### src/rtl/senior_io_hs.sv
// Handshaked I/O port unit: registers one core read/write, holds it on the external bus
// until acknowledged (or a bounded wait expires), and stalls the core meanwhile.
module senior_io_hs #(
  parameter int nat_w = 16,
  parameter int addr_w = 8,
  parameter int TIMEOUT = 15,
  parameter logic [nat_w-1:0] RD_ERR_VAL = {nat_w{1'b1}}
) (
  input  logic              clk_i,
  input  logic              reset_i,
  input  logic              rd_req_i,
  input  logic              wr_req_i,
  input  logic [addr_w-1:0] addr_i,
  input  logic [nat_w-1:0]  io_intdata_i,
  output logic [nat_w-1:0]  io_intdata_o,
  output logic              stall_o,
  output logic              err_o,
  input  logic              err_clr_i,
  input  logic [nat_w-1:0]  io_data_i,
  input  logic              io_ack_i,
  output logic              io_rd_strobe_o,
  output logic              io_wr_strobe_o,
  output logic [nat_w-1:0]  io_data_o,
  output logic [addr_w-1:0] io_addr_o
);

  localparam int cnt_w = $clog2(TIMEOUT + 1);
  localparam logic [cnt_w-1:0] last_cnt = cnt_w'(TIMEOUT - 1);

  typedef enum logic [1:0] {IDLE, ACCESS, DONE} state_t;

  state_t state, state_nx;

  logic [cnt_w-1:0]  cnt, cnt_d;
  logic              dir_wr, dir_wr_d;
  logic              rd_strobe_d, wr_strobe_d, stall_d, err_d;
  logic [nat_w-1:0]  intdata_d, data_d;
  logic [addr_w-1:0] addr_d;

  logic req_ok, req_bad, timeout_hit;

  assign req_ok      = rd_req_i ^ wr_req_i;
  assign req_bad     = rd_req_i & wr_req_i;
  assign timeout_hit = (state == ACCESS) && !io_ack_i && (cnt == last_cnt);

  // State register
  always_ff @(posedge clk_i) begin
    if (reset_i) state <= IDLE;
    else         state <= state_nx;
  end

  // Next-state logic
  always_comb begin
    state_nx = state;
    case (state)
      IDLE:    if (req_ok) state_nx = ACCESS;
      ACCESS:  if (io_ack_i || cnt == last_cnt) state_nx = DONE;
      DONE:    state_nx = IDLE;
      default: state_nx = IDLE;
    endcase
  end

  // Output logic: next values of the registered outputs, so the bus strobes
  // and stall appear one cycle behind the state that produced them.
  always_comb begin
    rd_strobe_d = (state == ACCESS) && !dir_wr;
    wr_strobe_d = (state == ACCESS) && dir_wr;
    stall_d     = (state == ACCESS);
    intdata_d   = io_intdata_o;
    addr_d      = io_addr_o;
    data_d      = io_data_o;
    dir_wr_d    = dir_wr;
    cnt_d       = cnt;
    err_d       = err_o;
    if (err_clr_i) err_d = 1'b0;
    case (state)
      IDLE: begin
        if (req_ok) begin
          addr_d   = addr_i;
          data_d   = io_intdata_i;
          dir_wr_d = wr_req_i;
          cnt_d    = '0;
        end
        if (req_bad) err_d = 1'b1;
      end
      ACCESS: begin
        if (io_ack_i) begin
          if (!dir_wr) intdata_d = io_data_i;
        end else begin
          cnt_d = cnt + 1'b1;
          if (timeout_hit) begin
            err_d = 1'b1;
            if (!dir_wr) intdata_d = RD_ERR_VAL;
          end
        end
      end
      default: ;
    endcase
  end

  always_ff @(posedge clk_i) begin
    if (reset_i) begin
      io_rd_strobe_o <= 1'b0;
      io_wr_strobe_o <= 1'b0;
      stall_o        <= 1'b0;
      err_o          <= 1'b0;
      io_intdata_o   <= '0;
      io_addr_o      <= '0;
      io_data_o      <= '0;
      dir_wr         <= 1'b0;
      cnt            <= '0;
    end else begin
      io_rd_strobe_o <= rd_strobe_d;
      io_wr_strobe_o <= wr_strobe_d;
      stall_o        <= stall_d;
      err_o          <= err_d;
      io_intdata_o   <= intdata_d;
      io_addr_o      <= addr_d;
      io_data_o      <= data_d;
      dir_wr         <= dir_wr_d;
      cnt            <= cnt_d;
    end
  end

endmodule

### config.mk
export PLATFORM = sky130hd
export DESIGN_NAME = senior_io_hs
export DESIGN_NICKNAME = d
export VERILOG_FILES = /design/src/rtl/senior_io_hs.sv
export SDC_FILE = /design/constraint.sdc
export NUM_CORES = 1
export LEC_CHECK = 0
export BUFFER_PORTS_ARGS = -buffer_cell sky130_fd_sc_hd__buf_2
export CORE_UTILIZATION = 47
export CTS_BUF_LIST = sky130_fd_sc_hd__clkbuf_8
export CTS_CLUSTER_SIZE = 10
export DETAILED_ROUTE_END_ITERATION = 8
export PLACE_DENSITY_LB_ADDON = 0.25
export SETUP_SLACK_MARGIN = 0.5
export SYNTH_ARGS = -nofsm -noshare
export SYNTH_HDL_FRONTEND = slang
export SYNTH_SLANG_ARGS = --single-unit
### constraint.sdc
create_clock -name clk_i -period 1.75 [get_ports clk_i]
set_clock_uncertainty 0.1 [all_clocks]
set_input_delay 0.175 -clock clk_i [delete_from_list [all_inputs] [get_ports clk_i]]
set_output_delay 0.175 -clock clk_i [all_outputs]
set_load 0.1 [all_outputs]
==> results_dict.tcl, run 1 <==
set metrics [dict create \
    status "completed" \
    grt-ovfl-total 0 \
    layout_min_cycle_time_ps 1520 \
    synth_top_area_share_pct 53.8 \
    cts_hold_buf 0 \
    fill_cells 254 \
    cellPowerDensity_nw_per_um2 1050 \
    critPathLaunchType "flop" \
    synth_seq_cells 51 \
    worstPathMaxFanout 9 \
    setup_violations 0 \
    antenna_found_initial 0 \
    setup_tns_ps 0 \
    cts_sinks 51 \
    regArea_sq_um 1040 \
    design_area_sq_um 3020 \
    whs_path_depth 3 \
    coreArea_sq_um 3770 \
    slowest_stage "or3b_4" \
    die_h_um 65.5 \
    initial_core_util_pct 50.3 \
    r2r_cells 5 \
    io_buffers 89 \
    cts_max_path_buffers 2 \
    synth_top_cell_by_area "dfxtp_1" \
    dp_hpwl_mm 2.91 \
    p_int_uw 1910 \
    cts-root-buf "clkbuf_8" \
    rows 22 \
    max-vdd-ir-drop_v 0.000732 \
    synth_area_sq_um 1900 \
    cts_buffers 5 \
    cts_tree "yes" \
    synth_cell_types 29 \
    switching_power_uw 1260 \
    drive_gt1_share_pct 59.2 \
    worstSetupEndpointType "flop" \
    grt_pass1_vias 1769 \
    min_to "io_data_o[15]" \
    seqPwrFrac_pct 41.1 \
    r2r_start "state[1]" \
    h-tree-depth 2 \
    r2r-end "cnt[1]" \
    required_ps 1890 \
    multi_input_area_sq_um 1020 \
    synth_top_cells_by_count "51 x dfxtp_1, 50 x nand2_1, 30 x a21oi_1" \
    synth_ff_type "dfxtp_1" \
    hold_viol 0 \
    worst_path_largest_cell_delay_ps 410 \
    yosysMostFrequentCell "dfxtp_1" \
    track_usage_pct 24.4 \
    yosys_warnings 0 \
    grt_setup_unrepaired "yes" \
    slew_headroom_pct 66.1 \
    hold_path_class "in2reg" \
    p_clk_share_pct 21.1 \
    grt_max_degree 20 \
    routed_wl_mm 5.75 \
    detail-route-antenna-nets 0 \
    syn_area_per_cell_sq_um 9.48 \
    ys_seq_area_share_pct 53.8 \
    reg2reg_slack_ps 230 \
    synthCells 200 \
    yosys-top-cells-area "dfxtp_1 54%, nand2_1 9.9%, a21oi_1 7.9%" \
    drtIter0Drc 87 \
    switching_share_pct 39.8 \
    worstMarginPinSlew_ps 506 \
    hp-start "io_intdata_i[15]" \
    gp_congestion 0.849 \
    final_util_pct 80.0 \
    area_growth_pct 59.0 \
    critical_path_class "reg2reg" \
    firstDrtPassIters 4 \
    diodes 0 \
    fin_crit_sh_pct 87.1 \
    fp.dieArea_sq_um 4290 \
    die_w_um 65.5 \
    drv_slew 0 \
    cap_violations 0 \
    grt_pass1_wl_mm 7.91 \
    clock_latency_ps 290 \
    ios 90 \
    path_cells "buf_6, buf_4, or3b_4, nor2_1, mux2_2" \
    comb_power_share_pct 37.8 \
    clkTransAtPathRegs_ps 90 \
    drc_errors 0 \
    fmax_mhz 656 \
    vias 1935 \
    async_flop_share_pct 0 \
    via_per_inst 5.42 \
    final_net_count 358 \
    synth_edf_count 0 \
    syn-num-nets 249 \
    post_drt_wl_per_cell_um 16.1 \
    p_leak_uw 0.00133 \
    place_area_sq_um 2420 \
    critPathArrivalTime_ps 1660 \
]
==> flip-flops by register name, indices dropped and copies added, names as in the netlist, 2 cells and up <==
signal	flops
io_data_o	16
io_intdata_o	16
state	2
io_addr_o	8
cnt	4
==> how the worst max path moves through the flow <==
stage	to	startpoint	depth (start not counted)
3_3_place_gp	io_intdata_o[4]	cnt[1]	4
6_report	cnt[1]	state[1]	5
5_1_grt	cnt[1]	state[1]	5
3_5_place_dp	io_intdata_o[1]	cnt[1]	4
2_1_floorplan	io_intdata_o[10]	state[1]	6
4_1_cts	io_intdata_o[3]	state[1]	3
==> per-stage QoR <==
stage / power, uW / hold slack, ps / setup WS [ps] / instances
final: 3170 / 10.6 / 226 / 357
after global routing: 3290 / 4.04 / 207 / 357
after CTS: 3080 / 7.77 / 327 / 353
after detailed placement: 2270 / 318 / -86.4 / 331
after global placement: 2260 / 315 / -46.3 / 331
after floorplan: 2110 / 208 / 184 / 200
==> cell families after synthesis <==
group / after synthesis / share of synthesized area [%]
AO/OA/AOI/OAI: 51 / 19.4
multiplexers: 3 / 1.65
AND/OR/NAND/NOR: 75 / 18.5
adder cells (fa/ha/maj): 3 / 1.98
buffers and inverters: 17 / 4.68
flip-flops: 51 / 53.8
==> cells in the final DEF (no fill, tap or decap), drive strengths merged, types with 2 or more instances in the layout <==
cell type | netlist | layout
ha | 3 | 3
nor2b | 2 | 2
buf | 10 | 112
clkinv | 1 | 2
nand2 | 50 | 50
nand3 | 5 | 5
nand2b | 4 | 4
inv | 2 | 2
or3 | 3 | 3
dfxtp | 51 | 51
or3b | 3 | 7
o221a | 16 | 16
a21oi | 30 | 30
nor2 | 5 | 5
clkbuf | 4 | 6
mux2i | 2 | 2
==> area by class of cell <==
type                    instances  area share, %
clock buffers                   6           2.74
clock inverters                 1          0.166
inverters                       3          0.373
multi-input cells             136           33.8
flip-flops and latches         51           34.5
well taps                      48           1.99
repair buffers                112           26.5
==> routing by layer <==
layer  wire length, um  global-route usage [%]  vias up
met4               153                    11.7        0
met3               409                    6.60       15
met5                 0                       0        -
met2              2930                    42.3       96
met1              2250                    27.5      906
li1                  -                       -      918
==> worst max-delay path: cells and delay by family, from the launching register on <==
family        cells  cell delay [ps]
simple gates      2              580
flops             1              330
buf+inv           2              270
mux               1              190
==> repair_timing <==
| item | in CTS | in global routing |
|---|---|---|
| gates resized for setup | 75 | 43 |
| setup endpoints to repair | 94 | 57 |
| buffers inserted | 8 | 4 |
| cloned | 7 | 0 |
| pin swaps | 10 | 24 |
==> power by group through the flow <==
stage | clock network (uW) | registers, uW | logic, uW
after floorplan | 0 | 1880 | 236
after global placement | 0 | 1310 | 948
after detailed placement | 0 | 1320 | 953
after CTS | 670 | 1300 | 1110
after global routing | 731 | 1310 | 1240
final | 668 | 1300 | 1200
(Power assumes the default switching activity.)
==> run 2: changes to the inputs <==
BUFFER_PORTS_ARGS = unset   (was -buffer_cell sky130_fd_sc_hd__buf_2)
CORE_UTILIZATION = 54   (was 47)
DONT_BUFFER_PORTS = 1   (was unset)
SKIP_LAST_GASP = 1   (was unset)
==> results_dict.tcl, run 2 (synthesis gave the netlist of run 1 again) <==
set metrics [dict create \
    status "finished with violations" \
    violations "negative hold slack" \
    diodes 0 \
    gp_congestion 0.881 \
    grt_max_degree 33 \
    post_drt_wl_per_cell_um 21.0 \
    dp_hpwl_mm 2.86 \
    vias 1965 \
    drv_slew 0 \
    drive_gt1_share_pct 51.6 \
    grt_pass1_vias 1610 \
    slew_headroom_pct 64.1 \
    hold_viol 31 \
    die_w_um 61.3 \
    hp-start "reset_i" \
    cts_sinks 51 \
    finalPower_uw 3370 \
    place_area_sq_um 2240 \
    grt_pass1_wl_mm 7.18 \
    final_net_count 325 \
    critPathArrivalTime_ps 1620 \
    cts_hold_buf 16 \
    fp.dieArea_sq_um 3750 \
    detail-route-antenna-nets 0 \
    p_leak_uw 0.00124 \
    fill_cells 145 \
    worstPathMaxFanout 16 \
    clkTransAtPathRegs_ps 100 \
    initial_core_util_pct 56.4 \
    coreArea_sq_um 3360 \
    design_area_sq_um 3060 \
    grt_setup_unrepaired "yes" \
    critPathLaunchType "flop" \
    routed_wl_mm 6.77 \
    track_usage_pct 26.5 \
    cts_max_path_buffers 2 \
    top_regs "io_data_o: 16 flops, io_intdata_o: 16 flops, io_addr_o: 8 flops" \
    r2r-end "io_intdata_o[2]" \
    via_per_inst 6.08 \
    reg2reg_slack_ps 240 \
    critical_path_class "reg2reg" \
    final_common_cell "dfxtp_1" \
    drtIter0Drc 190 \
    clock_latency_ps 320 \
    holdWs_ps -184 \
    layout_min_cycle_time_ps 1510 \
    r2r_cells 6 \
    cts-root-buf "clkbuf_8" \
    antenna_found_initial 0 \
    cap_violations 0 \
    worstMarginPinSlew_ps 538 \
    die_h_um 61.3 \
    final_cell_mix "41 x dfxtp_1, 38 x buf_4, 30 x nand2_1" \
    io_buffers 0 \
    worstSetupEndpointType "flop" \
    whs_path_depth 1 \
    final_util_pct 91.1 \
    ios 90 \
    setup_violations 0 \
    drc_errors 0 \
    firstDrtPassIters 5 \
    startpoint "cnt[0]" \
    min_to "io_addr_o[2]" \
    area_growth_pct 61.5 \
    cts_buffers 5 \
    required_ps 1860 \
    hold_path_class "in2reg" \
    cellPowerDensity_nw_per_um2 1100 \
    cts_tree "yes" \
    grt-ovfl-total 0 \
    fin_crit_sh_pct 86.3 \
    fmax_mhz 662 \
    h-tree-depth 2 \
    rows 21 \
    r2r_start "cnt[0]" \
    max-vdd-ir-drop_v 0.000938 \
]
run 2: cell types whose count changed in the layout (fill, tap and decap cells not counted), sizes merged:
| cell | change |
|---|---|
| clkinv | +1 |
| dlygate4sd3 | +16 |
| bufinv | +1 |
| buf | -50 |
run 2: timing repair:
item,4_1_cts,5_1_grt
pin swaps,8,30
resized for setup,33,59
setup buffers,6,8
hold endpoints to repair,48,30
cloned,7,2
endpoints found under the setup margin,51,61
run 2: worst max path at each step:
stage / to / slack (ps)
floorplan: io_intdata_o[10] / 180
global route: io_intdata_o[2] / 220
global placement: io_intdata_o[15] / -9
finish: io_intdata_o[2] / 240
detailed placement: io_intdata_o[2] / -110
CTS: io_intdata_o[2] / 290
run 2: power by group:
group / leakage, uW / total [uW] / internal, uW / switching, uW
clock network: 0.0000581 / 841 / 426 / 415
registers: 0.000423 / 1340 / 1250 / 97.1
logic: 0.000761 / 1190 / 371 / 816
total: 0.00124 / 3370 / 2040 / 1330
run 2: cell type report:
type / count / area, sq um / area share (%)
sequential: 51 / 1040 / 34.1
clock inverter: 3 / 43.8 / 1.43
inverter: 3 / 13.8 / 0.449
timing repair buffer: 79 / 776 / 25.3
clock buffer: 5 / 68.8 / 2.25
tap: 46 / 57.6 / 1.88
multi-input combinational: 136 / 1060 / 34.6
run 2: routing by layer:
metal  vias up  wire length (um)  share of wire, %  track usage, %
met1       946              2450                36            30.4
met3        26               535               7.9            6.09
met4         0               246               3.6            12.3
met5         -                 0                 0               0
met2       137              3540                52            46.7
li1        856                 -                 -               -
run 2: through the flow:
| stage | instances | setup WS, ps | hold WS, ps | TNS (ps) |
|---|---|---|---|---|
| 6_report | 323 | 240 | -184 | 0 |
| 5_1_grt | 323 | 223 | -193 | 0 |
| 4_1_cts | 313 | 293 | -176 | 0 |
| 3_5_place_dp | 276 | -113 | 144 | -1550 |
| 3_3_place_gp | 276 | -9.13 | 141 | -52.7 |
| 2_1_floorplan | 200 | 184 | 208 | 0 |
run 2: worst max-delay path, cell delays in order (launching register included):
cell and delay, ps:
dfxtp_4 370, inv_4 40, ha_4 170, a31oi_4 230, nor3_4 80, buf_12 160
o221a_2 270
